===== src/rtl/mrd_in_framer.sv =====
// mrd_in_framer: input framer in front of the mixed-radix DFT memory top.
// Accepts a ready/valid sample stream and checks that each packet's dftpts is
// a legal 2/3/5-smooth size in range. It holds the first sample while the
// memory is busy, then forwards exactly dftpts samples as sop/valid/eop.
// Short packets are zero-padded, long ones truncated, and illegal ones dropped.
// Build option: define MRD_IN_FRAMER_STATS_EN to enable pkt_cnt/drop_cnt.
// Without it both counters read 0 and no counter logic is built.
//
// state    | meaning
// ---------+-----------------------------------------------------------
// IDLE     | waiting for a sop sample; non-sop samples are discarded
// CHECK    | factoring dftpts by 2/3/5 to decide legality
// WAIT_MEM | legal packet held until the memory top is idle
// STREAM   | forwarding accepted samples with 1-cycle latency
// PAD      | emitting zero samples after an early eop
// DROP     | discarding input up to and including the next eop

module mrd_in_framer #(
    parameter int W_DATA  = 18,
    parameter int W_PTS   = 12,
    parameter int MIN_PTS = 12,
    parameter int MAX_PTS = 1200,
    parameter int CHK_MAX = 12
) (
    input  logic              clk,
    input  logic              rst_n,
    input  logic              s_valid,
    output logic              s_ready,
    input  logic              s_sop,
    input  logic              s_eop,
    input  logic [W_DATA-1:0] s_real,
    input  logic [W_DATA-1:0] s_imag,
    input  logic [W_PTS-1:0]  s_dftpts,
    input  logic              mem_busy,
    output logic              m_valid,
    output logic              m_sop,
    output logic              m_eop,
    output logic [W_DATA-1:0] m_real,
    output logic [W_DATA-1:0] m_imag,
    output logic [W_PTS-1:0]  m_dftpts,
    output logic              err_pts,
    output logic              err_len,
    output logic [15:0]       pkt_cnt,
    output logic [15:0]       drop_cnt
);

    localparam int W_CHK = $clog2(CHK_MAX + 1);
    localparam int W_EXT = W_PTS + 3;

    typedef enum logic [2:0] {
        ST_IDLE,
        ST_CHECK,
        ST_WAIT_MEM,
        ST_STREAM,
        ST_PAD,
        ST_DROP
    } state_t;

    state_t             r_state;
    logic               r_s_ready;
    logic [W_DATA-1:0]  r_hold_real;
    logic [W_DATA-1:0]  r_hold_imag;
    logic               r_hold_eop;
    logic [W_PTS-1:0]   r_pts;
    logic [W_PTS-1:0]   r_div;
    logic [W_CHK-1:0]   r_chk;
    logic [W_PTS-1:0]   r_cnt;
    logic               r_m_valid;
    logic               r_m_sop;
    logic               r_m_eop;
    logic [W_DATA-1:0]  r_m_real;
    logic [W_DATA-1:0]  r_m_imag;
    logic [W_PTS-1:0]   r_m_dftpts;
    logic               r_err_pts;
    logic               r_err_len;

    logic               w_accept;
    logic [W_PTS-1:0]   w_last_idx;
    logic               w_range_ok;
    logic [W_PTS-1:0]   w_q2;
    logic [W_PTS-1:0]   w_q3;
    logic [W_PTS-1:0]   w_q5;
    logic               w_div2;
    logic               w_div3;
    logic               w_div5;

`ifdef MRD_IN_FRAMER_STATS_EN
    logic [15:0]        r_pkt_cnt;
    logic [15:0]        r_drop_cnt;

    function automatic logic [15:0] sat_inc(input logic [15:0] v);
        return (v == 16'hFFFF) ? v : v + 16'd1;
    endfunction
`endif

    // Handshake, index and factor-test helpers. The 3/5 divisibility test
    // multiplies the quotient back and compares it to r, so only exact
    // divisions are taken.
    always_comb begin
        w_accept   = s_valid & r_s_ready;
        w_last_idx = r_pts - W_PTS'(1);
        w_range_ok = (r_pts >= W_PTS'(MIN_PTS)) && (r_pts <= W_PTS'(MAX_PTS));
        w_q2       = r_div >> 1;
        w_q3       = r_div / W_PTS'(3);
        w_q5       = r_div / W_PTS'(5);
        w_div2     = ~r_div[0];
        w_div3     = (W_EXT'(w_q3) * W_EXT'(3)) == W_EXT'(r_div);
        w_div5     = (W_EXT'(w_q5) * W_EXT'(5)) == W_EXT'(r_div);
    end

    // Framing FSM with all outputs registered.
    always_ff @(posedge clk) begin
        if (!rst_n) begin
            r_state     <= ST_IDLE;
            r_s_ready   <= 1'b0;
            r_hold_real <= '0;
            r_hold_imag <= '0;
            r_hold_eop  <= 1'b0;
            r_pts       <= '0;
            r_div       <= '0;
            r_chk       <= '0;
            r_cnt       <= '0;
            r_m_valid   <= 1'b0;
            r_m_sop     <= 1'b0;
            r_m_eop     <= 1'b0;
            r_m_real    <= '0;
            r_m_imag    <= '0;
            r_m_dftpts  <= '0;
            r_err_pts   <= 1'b0;
            r_err_len   <= 1'b0;
`ifdef MRD_IN_FRAMER_STATS_EN
            r_pkt_cnt   <= '0;
            r_drop_cnt  <= '0;
`endif
        end else begin
            r_m_valid <= 1'b0;
            r_m_sop   <= 1'b0;
            r_m_eop   <= 1'b0;
            r_err_pts <= 1'b0;
            r_err_len <= 1'b0;
            case (r_state)
                ST_IDLE: begin
                    r_s_ready <= 1'b1;
                    if (w_accept && s_sop) begin
                        r_hold_real <= s_real;
                        r_hold_imag <= s_imag;
                        r_hold_eop  <= s_eop;
                        r_pts       <= s_dftpts;
                        r_div       <= s_dftpts;
                        r_chk       <= '0;
                        r_s_ready   <= 1'b0;
                        r_state     <= ST_CHECK;
                    end
                end
                ST_CHECK: begin
                    if (w_range_ok && r_div == W_PTS'(1)) begin
                        r_state <= ST_WAIT_MEM;
                    end else if (w_range_ok && r_chk < W_CHK'(CHK_MAX) &&
                                 (w_div2 || w_div3 || w_div5)) begin
                        if (w_div2)      r_div <= w_q2;
                        else if (w_div3) r_div <= w_q3;
                        else             r_div <= w_q5;
                        r_chk <= r_chk + W_CHK'(1);
                    end else begin
                        r_err_pts <= 1'b1;
`ifdef MRD_IN_FRAMER_STATS_EN
                        r_drop_cnt <= sat_inc(r_drop_cnt);
`endif
                        r_s_ready <= 1'b1;
                        r_state   <= r_hold_eop ? ST_IDLE : ST_DROP;
                    end
                end
                ST_WAIT_MEM: begin
                    if (!mem_busy) begin
                        r_m_valid  <= 1'b1;
                        r_m_sop    <= 1'b1;
                        r_m_real   <= r_hold_real;
                        r_m_imag   <= r_hold_imag;
                        r_m_dftpts <= r_pts;
                        r_cnt      <= W_PTS'(1);
                        if (r_hold_eop) begin
                            // one-sample packet: the rest is padding
                            r_err_len <= 1'b1;
                            r_state   <= ST_PAD;
                        end else begin
                            r_s_ready <= 1'b1;
                            r_state   <= ST_STREAM;
                        end
                    end
                end
                ST_STREAM: begin
                    if (w_accept) begin
                        r_m_valid <= 1'b1;
                        r_m_real  <= s_real;
                        r_m_imag  <= s_imag;
                        r_cnt     <= r_cnt + W_PTS'(1);
                        if (r_cnt == w_last_idx) begin
                            r_m_eop <= 1'b1;
`ifdef MRD_IN_FRAMER_STATS_EN
                            r_pkt_cnt <= sat_inc(r_pkt_cnt);
`endif
                            if (!s_eop) begin
                                r_err_len <= 1'b1;
                                r_state   <= ST_DROP;
                            end else begin
                                r_state   <= ST_IDLE;
                            end
                        end else if (s_eop) begin
                            r_err_len <= 1'b1;
                            r_s_ready <= 1'b0;
                            r_state   <= ST_PAD;
                        end
                    end
                end
                ST_PAD: begin
                    r_m_valid <= 1'b1;
                    r_m_real  <= '0;
                    r_m_imag  <= '0;
                    r_cnt     <= r_cnt + W_PTS'(1);
                    if (r_cnt == w_last_idx) begin
                        r_m_eop   <= 1'b1;
`ifdef MRD_IN_FRAMER_STATS_EN
                        r_pkt_cnt <= sat_inc(r_pkt_cnt);
`endif
                        r_s_ready <= 1'b1;
                        r_state   <= ST_IDLE;
                    end
                end
                ST_DROP: begin
                    r_s_ready <= 1'b1;
                    if (w_accept && s_eop) r_state <= ST_IDLE;
                end
                default: begin
                    r_s_ready <= 1'b0;
                    r_state   <= ST_IDLE;
                end
            endcase
        end
    end

    assign s_ready  = r_s_ready;
    assign m_valid  = r_m_valid;
    assign m_sop    = r_m_sop;
    assign m_eop    = r_m_eop;
    assign m_real   = r_m_real;
    assign m_imag   = r_m_imag;
    assign m_dftpts = r_m_dftpts;
    assign err_pts  = r_err_pts;
    assign err_len  = r_err_len;

`ifdef MRD_IN_FRAMER_STATS_EN
    assign pkt_cnt  = r_pkt_cnt;
    assign drop_cnt = r_drop_cnt;
`else
    assign pkt_cnt  = '0;
    assign drop_cnt = '0;
`endif

endmodule

===== config.mk =====
export PLATFORM = sky130hd
export DESIGN_NAME = mrd_in_framer
export DESIGN_NICKNAME = d
export VERILOG_FILES = /design/src/rtl/mrd_in_framer.sv
export SDC_FILE = /design/constraint.sdc
export NUM_CORES = 1
export LEC_CHECK = 0
export ABC_AREA = 1
export BUFFER_PORTS_ARGS = -buffer_cell sky130_fd_sc_hd__buf_2
export CAP_MARGIN = 20
export CORE_UTILIZATION = 55
export DETAILED_ROUTE_END_ITERATION = 8
export GPL_TIMING_DRIVEN = 0
export PLACE_DENSITY_LB_ADDON = 0.2
export SLEW_MARGIN = 20
export SYNTH_ARGS = -nofsm -noshare
export SYNTH_HDL_FRONTEND = slang
export SYNTH_SLANG_ARGS = --single-unit

===== constraint.sdc =====
create_clock -name clk -period 7.8 [get_ports clk]
set_input_delay 0.78 -clock clk [delete_from_list [all_inputs] [get_ports clk]]
set_output_delay 0.78 -clock clk [all_outputs]
set_load 0.1 [all_outputs]

# [After elaboration in Yosys (flattened, before gate mapping)]
# Cells that the tools add are included.
[totals] input_bits=54 wordCells=129 reg_bits=134
[op_classes] n_bitwise=5 n_reduce_logical=19 n_div=2 addsub=3 n_mul=2 order_cmp=3 muxes=56 eq_ne=22
[op_table] op="18-bit one-hot mux with 3 select lines" count=2
[op_table] op="12-bit 2-to-1 mux" count=7
[op_table] op="18-bit 2-to-1 mux" count=4
[op_table] op="3-bit 2-to-1 mux" count=12
[op_table] op="12-bit one-hot mux with 3 select lines" count=1
[op_table] op="12-bit one-hot mux with 2 select lines" count=1
[op_table] op="2-bit inequality test, second input constant" count=11
[op_table] op="1-bit 2-to-1 mux" count=20
[op_table] op="3-bit one-hot mux with 6 select lines" count=1
[op_table] op="15-bit by 12-bit equality test with 1-bit output" count=1
[op_table] op="12-bit by 3-bit multiplier with 15-bit output, second input constant" count=1
[op_table] op="14-bit by 12-bit equality test with 1-bit output" count=1
[op_table] op="12-bit by 2-bit multiplier with 14-bit output, second input constant" count=1
[op_table] op="12-bit by 1-bit adder with 12-bit output, second input constant" count=1
[op_table] op="12-bit by 2-bit divider with 12-bit output, second input constant" count=1
[op_table] op="12-bit by 3-bit divider with 12-bit output, second input constant" count=1
[op_table] op="12-bit by 1-bit equality test with 1-bit output, second input constant" count=1
[op_table] op="12-bit equality test" count=1
[op_table] op="12-bit by 4-bit >= comparator with 1-bit output, second input constant" count=1
[op_table] op="12-bit by 11-bit less-or-equal comparator with 1-bit output, second input constant" count=1
[op_table] op="4-bit 2-to-1 mux" count=3
[op_table] op="12-bit by 1-bit subtractor with 12-bit output, second input constant" count=1
[op_table] op="4-bit one-hot mux with 2 select lines" count=1
[op_table] op="8-bit AND reduction" count=1
[op_table] op="other kinds (21)" count=36

# [Depth between registers and ports, before layout]
# Gate-level depths: netlist (run 1).
[depth] depth_word=9 ltp_mapped=68 ltp_nobuf=67

# [Worst setup path after synthesis (run 1)]
# OpenSTA, ideal clock, no wires.
[synth_path] path_type="reg-to-reg" from="register r_div[10]" to="register r_div[8]" slack_ps=856 required_time_ps=7734 arrival_ps=6877 setup_ps=66 path_stages_with_launch=60 n_path_buf=2 cell_sequence="dfxtp_1 > buf_6 > inv_8 > nor2_2 > nand2_1 > nand2_2 > xor2_2 > nand2_2 > a21oi_2 > a21oi_2 > nand2_2 > nand2_2 > nand2_1 > nand2_1 > nand2_1 > nand2_2 > nand2_2 > nand2_2 > [24 not listed] > o31ai_1 > a21oi_1 > o21bai_1 > a21oi_1 > o21ai_0 > xnor2_1 > or2_2 > nand4_1 > a2111oi_0 > nand2_2 > nand2_1 > inv_4 > nand2_4 > nand3_4 > nand2_4 > buf_4 > nand3_1 > a21oi_2"
[synth_via] elab_chain_len=8 word_cells_on_any_way=19
[synth_rtl] element="start, declared" line_no="65" text="logic [W_PTS-1:0] r_div;"
[synth_rtl] element="start signal, assigned" line_no="149" text="r_div <= s_dftpts;"
[synth_rtl] element="start signal, assigned" line_no="160" text="if (w_div2) r_div <= w_q2;"
[synth_rtl] element="start signal, assigned" line_no="161" text="else if (w_div3) r_div <= w_q3;"
[synth_rtl] element="12-bit by 2-bit divider with 12-bit output" line_no="104" text="w_q3 = r_div / W_PTS'(3);"
[synth_rtl] element="12-bit by 2-bit multiplier with 14-bit output" line_no="107" text="w_div3 = (W_EXT'(w_q3) * W_EXT'(3)) == W_EXT'(r_div);"
[synth_rtl] element="14-bit by 12-bit equality test with 1-bit output" line_no="107"
[synth_rtl] element="12-bit 2-to-1 mux / 1-bit logical OR (equally long branches)" line_no="161, 159"
[synth_rtl] element="12-bit 2-to-1 mux / 1-bit logical OR (equally long branches)" line_no="160, 159"
[synth_rtl] element="12-bit 2-to-1 mux / 1-bit logical AND (equally long branches)" line_no="158" text="end else if (w_range_ok && r_chk < W_CHK'(CHK_MAX) &&"
[synth_rtl] element="12-bit 2-to-1 mux / 2-bit inequality test (equally long branches)"
[synth_rtl] element="12-bit one-hot mux with 2 select lines / 4-bit AND reduction (equally long branches)"
# Parallel ways exist; a longest one is shown, timed or not. The select of a mux whose other input is x is not followed.
# A chain may end at the register's enable or synchronous reset.

# [Worst setup path in the final report (run 1)]
[layout_path] from="register r_div[11]" to="register r_div[9]"
# The elaborated chain is that of the path after synthesis.

==> summary.txt, run 1 <==
Vias in the first global route: 8302
Row Count: 46
Worst r2r src: r_div[11]$_SDFFE_PN0P_
Initial core utilization: 0.5717
Outcome: completed
Final period util: 0.9612
Synth Area per Inst: 7.271 sq um
Slew Limit Fails: 0
Hold Path End: m_dftpts[3]$_SDFFE_PN0P_
Worst r2r path cells: 59
Full die area: 17270 sq um
Most used cell, CP: nand2_2
Largest net degree at the start of global routing: 17
Hold path start: m_dftpts[3]$_SDFFE_PN0P_
Iteration-0 DRC Markers: 749
Clock sink count: 134
Fmax achieved: 133.4 MHz
Relative slew margins: 0.2521
Final setup viols: 0
Final critical-path required period: 7.497 ns
Post-synthesis sequential element count: 134
Mapped Cells: 1267
Fillers: 1359
CTS tree: yes
Final wirelength: 26000 microns
FF-to-FF End: r_div[9]$_SDFFE_PN0P_
WHS Path Cells: 2
Worst Hold Margin: 0.4496 ns
Post-Synthesis Cell Area: 9213 sq um
Max_cap viols: 0
HP Class: reg -> reg
Final Hold Fails: 0
Multi-input gate area: 5951 sq um
Worst Path Max Fanout: 7
GPL Wtd Cong: 0.9049
WP data required: 8.07 ns
Initial antenna violation count: 1
Worst Tran Pin Value: 1.113 ns
Vias: 9358
Clock slew at reported path FFs: 0.05 ns
Drt drc: 0
H-Tree Depth: 4
Ant. Diodes: 0
Commonest non-fill, non-tap cell in the layout: nand2_1
DRT Pass-1 Iters: 5
IO buf count: 106
Register area share after synthesis: 0.2912
Die height: 131.4 microns
Clk buf depth: 2
Share of layout cells above drive strength 1: 0.2843
CTS Buf Count: 17
CTS Hold Bufs: 0
Area of the core: 16120 sq um
Most frequent cells in the layout: nand2_1 (171), dfxtp_1 (131), o21ai_0 (106), buf_2 (106), nor2_1 (99)
Critical Path AT: 7.77 ns
Global-route wire length before repair: 40100 microns
Layout Area Growth over Synthesis: 24.11%
DP HPWL: 18150 microns
Library cells used by synthesis: 57
Synth warn: 0
Clock Tree Root: clkbuf_16
R2R setup slack: 0.30 ns
Clock Skews: 0.01021 ns
IO Pins: 140
WL per Instance: 15.38 microns
Async S/R FF share, synth: 0
Clk Latency, worst-skew pair: 0.42 ns
DR vias/cell: 5.537
Max stage delay cell, worst path: fa_2
Routed Antenna Nets: 0
Crit path launch type: flip-flop
Die X-Extent: 131.4 microns
Worst Setup Path Type: reg -> reg
Overflow after GRT: 0
Post-synth EDFFs: 0
CP max stage delay: 0.42 ns
Global Route Usage Sum: 0.2829
Reg area: 2686 sq um
Final net count: 1556
Top FF cell, synth: dfxtp_1
Setup crit end kind: flip-flop
cells in the mapped netlist (34+ instances only):
master    count  area, sq um
nor2_1       99        371.6
nand2_1     186        698.2
inv_1        87        326.6
dfxtp_1     134         2683
o21ai_0     108        540.5
nor3_1       48        240.2
nand3_1      91        455.4
a21oi_1      54        270.3
buf_4        34        255.2
clkbuf_1     43        161.4
ha_1         38        475.5
nand2_2      50        312.8
a31oi_1      37        231.5
state kept, by name (all words and copies together) (netlist names):
signal       cells
r_hold_real     18
r_hold_eop       1
r_state          3
r_hold_imag     18
m_sop            1
m_eop            1
m_dftpts        12
r_div           12
m_real          18
m_valid          1
r_chk            4
r_pts           12
m_imag          18
s_ready          1
err_len          1
r_cnt           12
err_pts          1
per-layer routing:
metal / vias up / track usage / share of wire
met5: - / 0 / 0
met4: 0 / 0.09367 / 0.018
met3: 52 / 0.05864 / 0.072
met2: 396 / 0.4636 / 0.47
li1: 4623 / - / -
met1: 4287 / 0.3686 / 0.44
final cells by class:
type / instances / area share
inverters: 111 / 0.03797
flip-flops and latches: 134 / 0.2350
clock inverters: 12 / 0.01149
repair buffers: 145 / 0.07354
well taps: 216 / 0.02364
plain buffers: 97 / 0.05920
multi-input cells: 956 / 0.5205
clock buffers: 19 / 0.03874
worst max-delay path by stage:
stage                     slack, ns  depth (start not counted)               endpoint                    from
after detailed placement      -0.50                         59  r_div[6]$_SDFFE_PN0P_  r_div[10]$_SDFFE_PN0P_
after global placement        -0.28                         59  r_div[8]$_SDFFE_PN0P_  r_div[10]$_SDFFE_PN0P_
after CTS                     0.004                         58  r_div[6]$_SDFFE_PN0P_  r_div[11]$_SDFFE_PN0P_
after global routing          -0.12                         61  r_chk[2]$_SDFFE_PN0P_  r_div[11]$_SDFFE_PN0P_
final                          0.30                         59  r_div[9]$_SDFFE_PN0P_  r_div[11]$_SDFFE_PN0P_
after floorplan                0.86                         59  r_div[8]$_SDFFE_PN0P_  r_div[10]$_SDFFE_PN0P_
worst max-delay path, delay by kind of cell (launching register included):
kind / cells / cell delay (ns)
buffers and inverters: 9 / 0.87
DFF: 1 / 0.33
xor gates and xnor gates: 3 / 0.41
adders and majority gates: 3 / 0.75
AOI/OAI and AO/OA: 8 / 1.30
and+or+nand+nor: 36 / 3.65
per-stage QoR:
step                      instance area, sq um  setup WS [ns]  std cells  TNS, ns  utilization
after floorplan                           9329         0.8564       1298        0            -
after global placement                   10130        -0.2831       1620   -3.448       0.6286
after detailed placement                 10130        -0.4994       1620   -7.487       0.6286
after CTS                                10760       0.004048       1652        0       0.6677
after global routing                     11430        -0.1151       1690   -1.258       0.7095
final                                    11430         0.3030       1690        0       0.7095
logic make-up after synthesis:
logic type / Yosys count / share of synthesized area
other: 1 / 0.0004071
AO/OA/AOI/OAI: 281 / 0.1838
XOR/XNOR: 48 / 0.04645
buffers and inverters: 208 / 0.1188
AND/OR/NAND/NOR: 555 / 0.3034
flip-flops: 134 / 0.2912
adder cells (fa/ha/maj): 40 / 0.05596
timing repair:
action                     CTS  global route
gates resized for setup      9            83
setup endpoints to repair   20            21
cloned                       0             2
buffers inserted             1            36
pin swaps                    1            50
Power of run 1 is not shown: default switching activity piles up to over one toggle a cycle in this logic, so the estimate is an artifact.
==> run 2, diff against run 1 <==
--- a/config.mk
+++ b/config.mk
@@ -8,10 +8,10 @@
 export ABC_AREA = 1
 export BUFFER_PORTS_ARGS = -buffer_cell sky130_fd_sc_hd__buf_2
 export CAP_MARGIN = 20
-export CORE_UTILIZATION = 55
+export CORE_UTILIZATION = 58
 export DETAILED_ROUTE_END_ITERATION = 8
 export GPL_TIMING_DRIVEN = 0
-export PLACE_DENSITY_LB_ADDON = 0.2
+export PLACE_DENSITY = 0.78
 export SLEW_MARGIN = 20
 export SYNTH_ARGS = -nofsm -noshare
 export SYNTH_HDL_FRONTEND = slang
==> run 2 against run 1 <==
First-iteration DRC count down 9.1%. Die area fell by 5.1%. Sequential share of layout area up 0.37 points. Via count decreased by 1.6%. Utilization increased by 2.3 points. Worst hold slack better by 0.0021 ns. Worst setup slack gained 0.17 ns. Critical endpoint is now r_div[2]$_SDFFE_PN0P_. Sequential cell count did not move. Cell area shrank 1.6%. Count of clock-buffer cells in the layout did not move. Register-to-register slack gained 0.17 ns. Non-clock buffer count fell by 9.
==> summary.txt, run 2 (synthesized netlist as in run 1, its figures left out) <==
Util after Layout: 0.7320 (+0.02256)
Worst Path Max Fanout: 10 (+3)
Commonest non-fill, non-tap cell in the layout: nand2_1
WP data required: 8.08 ns (about the same)
Clock slew at reported path FFs: 0.06 ns (about the same)
Reg area: 2685 sq um (about the same)
IO buf count: 106 (unchanged)
Drt drc: 0 (unchanged)
Relative slew margins: 0.2085 (-0.04360)
Dpl cells: 1615 (-0.31%)
Most frequent cells in the layout: nand2_1 (175), dfxtp_1 (132), buf_2 (107)
Final period util: 0.9389 (-0.02222)
Clk Latency, worst-skew pair: 0.42 ns (about the same)
Worst Tran Pin Value: 1.178 ns (+0.06490 ns)
Routed Antenna Nets: 0 (unchanged)
IO Pins: 140 (unchanged)
CP max stage delay: 0.43 ns (about the same)
Largest net degree at the start of global routing: 17 (unchanged)
Clock Skews: 0.008495 ns (-0.001719 ns)
Pre-CTS setup slack: -0.3858 ns (+0.1135 ns)
Fmax achieved: 136.5 MHz (+2.4%)
Vias in the first global route: 8446 (+1.7%)
CTS Hold Bufs: 0 (unchanged)
Max stage delay cell, worst path: fa_2
Clock Tree Root: clkbuf_16
Most used cell, CP: nand2_2
Max_cap viols: 0 (unchanged)
Setup crit end kind: flip-flop
Final critical-path required period: 7.324 ns (-0.1733 ns)
Die height: 128.0 microns (-2.6%)
Layout Area Growth over Synthesis: 22.14%
Global-route wire length before repair: 39830 microns (-0.67%)
Critical Path AT: 7.60 ns (-0.17 ns)
Iteration-0 DRC Markers: 681 (-9.1%)
WL per Instance: 14.82 microns (-3.7%)
H-Tree Depth: 4 (unchanged)
CTS tree: yes
Cell area after layout: 11250 sq um (-1.6%)
Final non-filler cell total: 1678 (-0.71%)
Fillers: 1230 (-9.5%)
Setup ws final: 0.4763 ns (+0.1733 ns)
Initial antenna violation count: 2 (+1)
HP Class: reg -> reg
Final wirelength: 24870 microns (-4.3%)
Slew Limit Fails: 0 (unchanged)
DRT Pass-1 Iters: 8 (+3)
Multi-input gate area: 5849 sq um (-1.7%)
GPL Wtd Cong: 0.8986 (-0.70%)
Initial core utilization: 0.5993 (+0.02769)
DR vias/cell: 5.490 (-0.86%)
Final setup viols: 0 (unchanged)
Worst Setup Path Type: reg -> reg
Final Hold Fails: 0 (unchanged)
CP delay by family, top: simple AND/OR/NAND/NOR gates
Overflow after GRT: 0 (unchanged)
Clock sink count: 134 (unchanged)
Clk buf depth: 2 (unchanged)
Final net count: 1547 (-0.58%)
Die X-Extent: 128.0 microns (-2.6%)
Buf/Inv on CP: 8 (-1)
Row Count: 45 (-2.2%)
Full die area: 16390 sq um (-5.1%)
DP Area: 10120 sq um (about the same)
Crit path launch type: flip-flop
Global Route Usage Sum: 0.3030 (+0.02012)
CTS Buf Count: 17 (unchanged)
Area of the core: 15370 sq um (-4.6%)
DP HPWL: 17990 microns (-0.92%)
Outcome: completed
Vias: 9212 (-1.6%)
Share of layout cells above drive strength 1: 0.2749 (-0.009363)
==> run 2: changes by cell type in the layout (fill, tap and decap cells not counted), moves of 2 or more <==
cell	before	now
buf_4	69	61
inv_6	0	4
nand2_1	171	175
nand3_4	9	5
clkinvlp_4	4	2
nand2_2	52	50
nand3_1	88	90
nand3_2	12	14
nor2_2	4	6
nor2_4	5	3
o21ai_1	5	7
o21ai_4	3	1
==> run 2: per-layer routing <==
metal  GRT usage  vias up  share of wire
met5           0        -              0
met4      0.1003        0          0.018
met3     0.05259       41          0.076
met2      0.4898      345           0.46
met1      0.4092     4226           0.45
li1            -     4600              -
==> run 2: worst register-to-register path, delay by kind of cell, from the launching register on <==
kind	cells	cell delay, ns
simple gates	40	3.94
compound gates	8	1.20
fa+ha+maj	3	0.81
buf+inv	8	0.73
flops	1	0.32
xor+xnor	1	0.18
==> run 2: final cells by class <==
type                            count  area share
Antenna cell                        1   0.0002224
Buffer                             97     0.06016
Clock buffer                       19     0.03936
Clock inverter                     13     0.01301
Inverter                          111     0.03836
Multi-Input combinational cell    956      0.5199
Sequential cell                   134      0.2386
Tap cell                          211     0.02346
Timing Repair Buffer              136     0.06694
==> run 2: worst paths after layout <==
check | to | cells after the start | slack (ns) | startpoint
min reg2reg | m_dftpts[3]$_SDFFE_PN0P_ | 2 | 0.45 | m_dftpts[3]$_SDFFE_PN0P_
min | m_dftpts[3]$_SDFFE_PN0P_ | 2 | 0.45 | m_dftpts[3]$_SDFFE_PN0P_
max | r_div[2]$_SDFFE_PN0P_ | 60 | 0.48 | r_div[10]$_SDFFE_PN0P_
max reg2reg | r_div[2]$_SDFFE_PN0P_ | 60 | 0.48 | r_div[10]$_SDFFE_PN0P_
==> run 2: metrics by stage <==
stage	setup TNS [ns]	hold WS (ns)
6_report	0	0.4517
4_1_cts	0	0.4568
5_1_grt	-0.8162	0.4876
2_1_floorplan	0	0.4406
3_3_place_gp	-3.549	0.4357
3_5_place_dp	-5.588	0.4411
==> run 2: repair_timing <==
item	in CTS	in global routing
cloned	0	1
gates resized for setup	5	67
pin swaps	0	39
setup buffers	0	29
setup endpoints to repair	20	21
Power of run 2 is left out for the same reason.
==> run 3, diff against run 2 <==
--- a/config.mk
+++ b/config.mk
@@ -8,10 +8,10 @@
 export ABC_AREA = 1
 export BUFFER_PORTS_ARGS = -buffer_cell sky130_fd_sc_hd__buf_2
 export CAP_MARGIN = 20
-export CORE_UTILIZATION = 58
+export CORE_UTILIZATION = 53
 export DETAILED_ROUTE_END_ITERATION = 8
 export GPL_TIMING_DRIVEN = 0
-export PLACE_DENSITY = 0.78
+export PLACE_DENSITY = 0.75
 export SLEW_MARGIN = 20
 export SYNTH_ARGS = -nofsm -noshare
 export SYNTH_HDL_FRONTEND = slang
==> constraint.sdc (replaced) <==
create_clock -name clk -period 6.66 [get_ports clk]
set_input_delay 0.666 -clock clk [delete_from_list [all_inputs] [get_ports clk]]
set_output_delay 0.666 -clock clk [all_outputs]
set_load 0.1 [all_outputs]
==> run 3 against run 2 <==
Wire length grew 19%. The run now ends with setup timing left. Cell count grew 4.6%. Largest cell class unchanged. Die area rose by 9.3%. Via count rose by 8.8%. Clock skew rose by 0.00082 ns. Count of clock-buffer cells in the layout decreased by 1. Fmax is 2.1% lower. Critical path depth unchanged. Sequential share of layout area shrank 2.2 points. Worst hold slack better by 0.0053 ns. Register-to-register slack worse by 1.3 ns.
==> summary.txt, run 3 (synthesized netlist as in run 1, its figures left out) <==
Outcome: finished, violations left
Failing checks: setup timing
Clock Tree Root: clkbuf_16
Worst Setup Path Type: reg -> reg
Vias in the first global route: 8914 (+5.5%)
Final period util: 1.123 (+0.1843)
GPL Wtd Cong: 0.8994 (about the same)
Routed Antenna Nets: 0 (unchanged)
Share of layout cells above drive strength 1: 0.3431 (+0.06820)
Commonest non-fill, non-tap cell in the layout: nand2_1
Global-route wire length before repair: 43380 microns (+8.9%)
Largest net degree at the start of global routing: 17 (unchanged)
Final net count: 1617 (+4.5%)
RSZ-0062 raised after global routing: true
Ant. Diodes: 0 (-1)
Die height: 133.8 microns (+4.5%)
Clock slew at reported path FFs: 0.06 ns (about the same)
Die X-Extent: 133.8 microns (+4.5%)
Full die area: 17910 sq um (+9.3%)
Overflow after GRT: 0 (unchanged)
Row Count: 47 (+4.4%)
Area of the core: 16760 sq um (+9.0%)
Most used cell, CP: nand2_2
Clock Skews: 0.009320 ns (+0.0008247 ns)
Critical Path AT: 7.79 ns (+0.19 ns)
DP Area: 10150 sq um (+0.25%)
Most frequent cells in the layout: nand2_1 (154), dfxtp_1 (131), buf_4 (128)
Clk Latency, worst-skew pair: 0.42 ns (about the same)
Vias: 10020 (+8.8%)
Fmax achieved: 133.7 MHz (-2.1%)
CTS Hold Bufs: 0 (unchanged)
Drt drc: 0 (unchanged)
Worst Tran Pin Value: 0.6919 ns (-0.4863 ns)
Util after Layout: 0.7411 (+0.009066)
DR vias/cell: 5.707 (+4.0%)
Relative slew margins: 0.5362 (+0.3277)
Setup crit end kind: flip-flop
Clock sink count: 134 (unchanged)
CTS Buf Count: 17 (unchanged)
DP HPWL: 18210 microns (+1.2%)
Global Route Usage Sum: 0.2999 (-0.003169)
CP delay by family, top: simple AND/OR/NAND/NOR gates
Final Hold Fails: 0 (unchanged)
DRT Pass-1 Iters: 6 (-2)
Buf/Inv on CP: 10 (+2)
Final wirelength: 29650 microns (+19%)
CTS tree: yes
Dpl cells: 1624 (+0.56%)
HP Class: reg -> reg
Clk buf depth: 2 (unchanged)
H-Tree Depth: 4 (unchanged)
Initial core utilization: 0.5497 (-0.04967)
WL per Instance: 16.88 microns (+14%)
Layout Area Growth over Synthesis: 34.82%
CP max stage delay: 0.44 ns (about the same)
Max stage delay cell, worst path: fa_2
Worst Path Max Fanout: 5 (-5)
IO Pins: 140 (unchanged)
WP data required: 6.97 ns (-1.11 ns)
Slew Limit Fails: 0 (unchanged)
Max_cap viols: 0 (unchanged)
Worst Hold Margin: 0.4571 ns (+0.005346 ns)
Final setup viols: 21 (+21)
Crit path launch type: flip-flop
Final critical-path required period: 7.480 ns (+0.1568 ns)
Setup ws final: -0.8205 ns (-1.297 ns)
IO buf count: 106 (unchanged)
Iteration-0 DRC Markers: 848 (+25%)
Initial antenna violation count: 0 (-2)
Final non-filler cell total: 1756 (+4.6%)
Cell area after layout: 12420 sq um (+10%)
-- run 3: cell types whose count changed in the layout (fill, tap and decap cells not counted), sizes merged --
cell and delta:
buf +70, inv -1, diode -1, clkinv -2
clkbuf -1, bufinv +4
-- run 3: layout make-up --
type / instances / area, sq um
Sequential cell: 134 / 2689
Clock buffer: 18 / 429.2
Timing Repair Buffer: 206 / 1313
Inverter: 111 / 456.7
Buffer: 97 / 680.7
Multi-Input combinational cell: 956 / 6334
Fill cell: 1214 / 4339
Tap cell: 220 / 275.3
Clock inverter: 14 / 244.0
-- run 3: what timing repair did --
action | CTS | global route
buffers inserted | 66 | 33
gates cloned | 1 | 0
resized for setup | 97 | 92
pin swaps | 71 | 80
setup endpoints to repair | 21 | 21
-- run 3: tightest hold or removal path: cells and delay by family (launching register included) --
family,cells,cell delay (ns)
DFF,1,0.32
AOI/OAI and AO/OA,1,0.05
and+or+nand+nor,1,0.05
-- run 3: per-stage QoR --
| step | TNS [ns] | setup slack [ns] |
|---|---|---|
| after floorplan | 0 | 0.03367 |
| after global placement | -17.29 | -0.9754 |
| after detailed placement | -19.55 | -1.080 |
| after CTS | -6.108 | -0.3755 |
| after global routing | -24.06 | -1.206 |
| final | -15.92 | -0.8205 |
-- run 3: path summary, 6_finish.rpt --
path / slack [ns] / endpoint / cells after the start / from
setup / recovery: -0.82 / r_div[0]$_SDFFE_PN0P_ / 60 / r_div[10]$_SDFFE_PN0P_
hold / removal: 0.46 / m_dftpts[5]$_SDFFE_PN0P_ / 2 / m_dftpts[5]$_SDFFE_PN0P_
setup reg to reg: -0.82 / r_div[0]$_SDFFE_PN0P_ / 60 / r_div[10]$_SDFFE_PN0P_
hold reg to reg: 0.46 / m_dftpts[5]$_SDFFE_PN0P_ / 2 / m_dftpts[5]$_SDFFE_PN0P_
-- run 3: routing by layer --
layer	up-vias	GRT usage	wire length, microns
li1	4735	-	-
met1	4657	0.3764	11790
met2	521	0.5141	14540
met3	109	0.05631	2305
met4	0	0.1004	1019
met5	-	0	0
Power of run 3 is left out for the same reason.
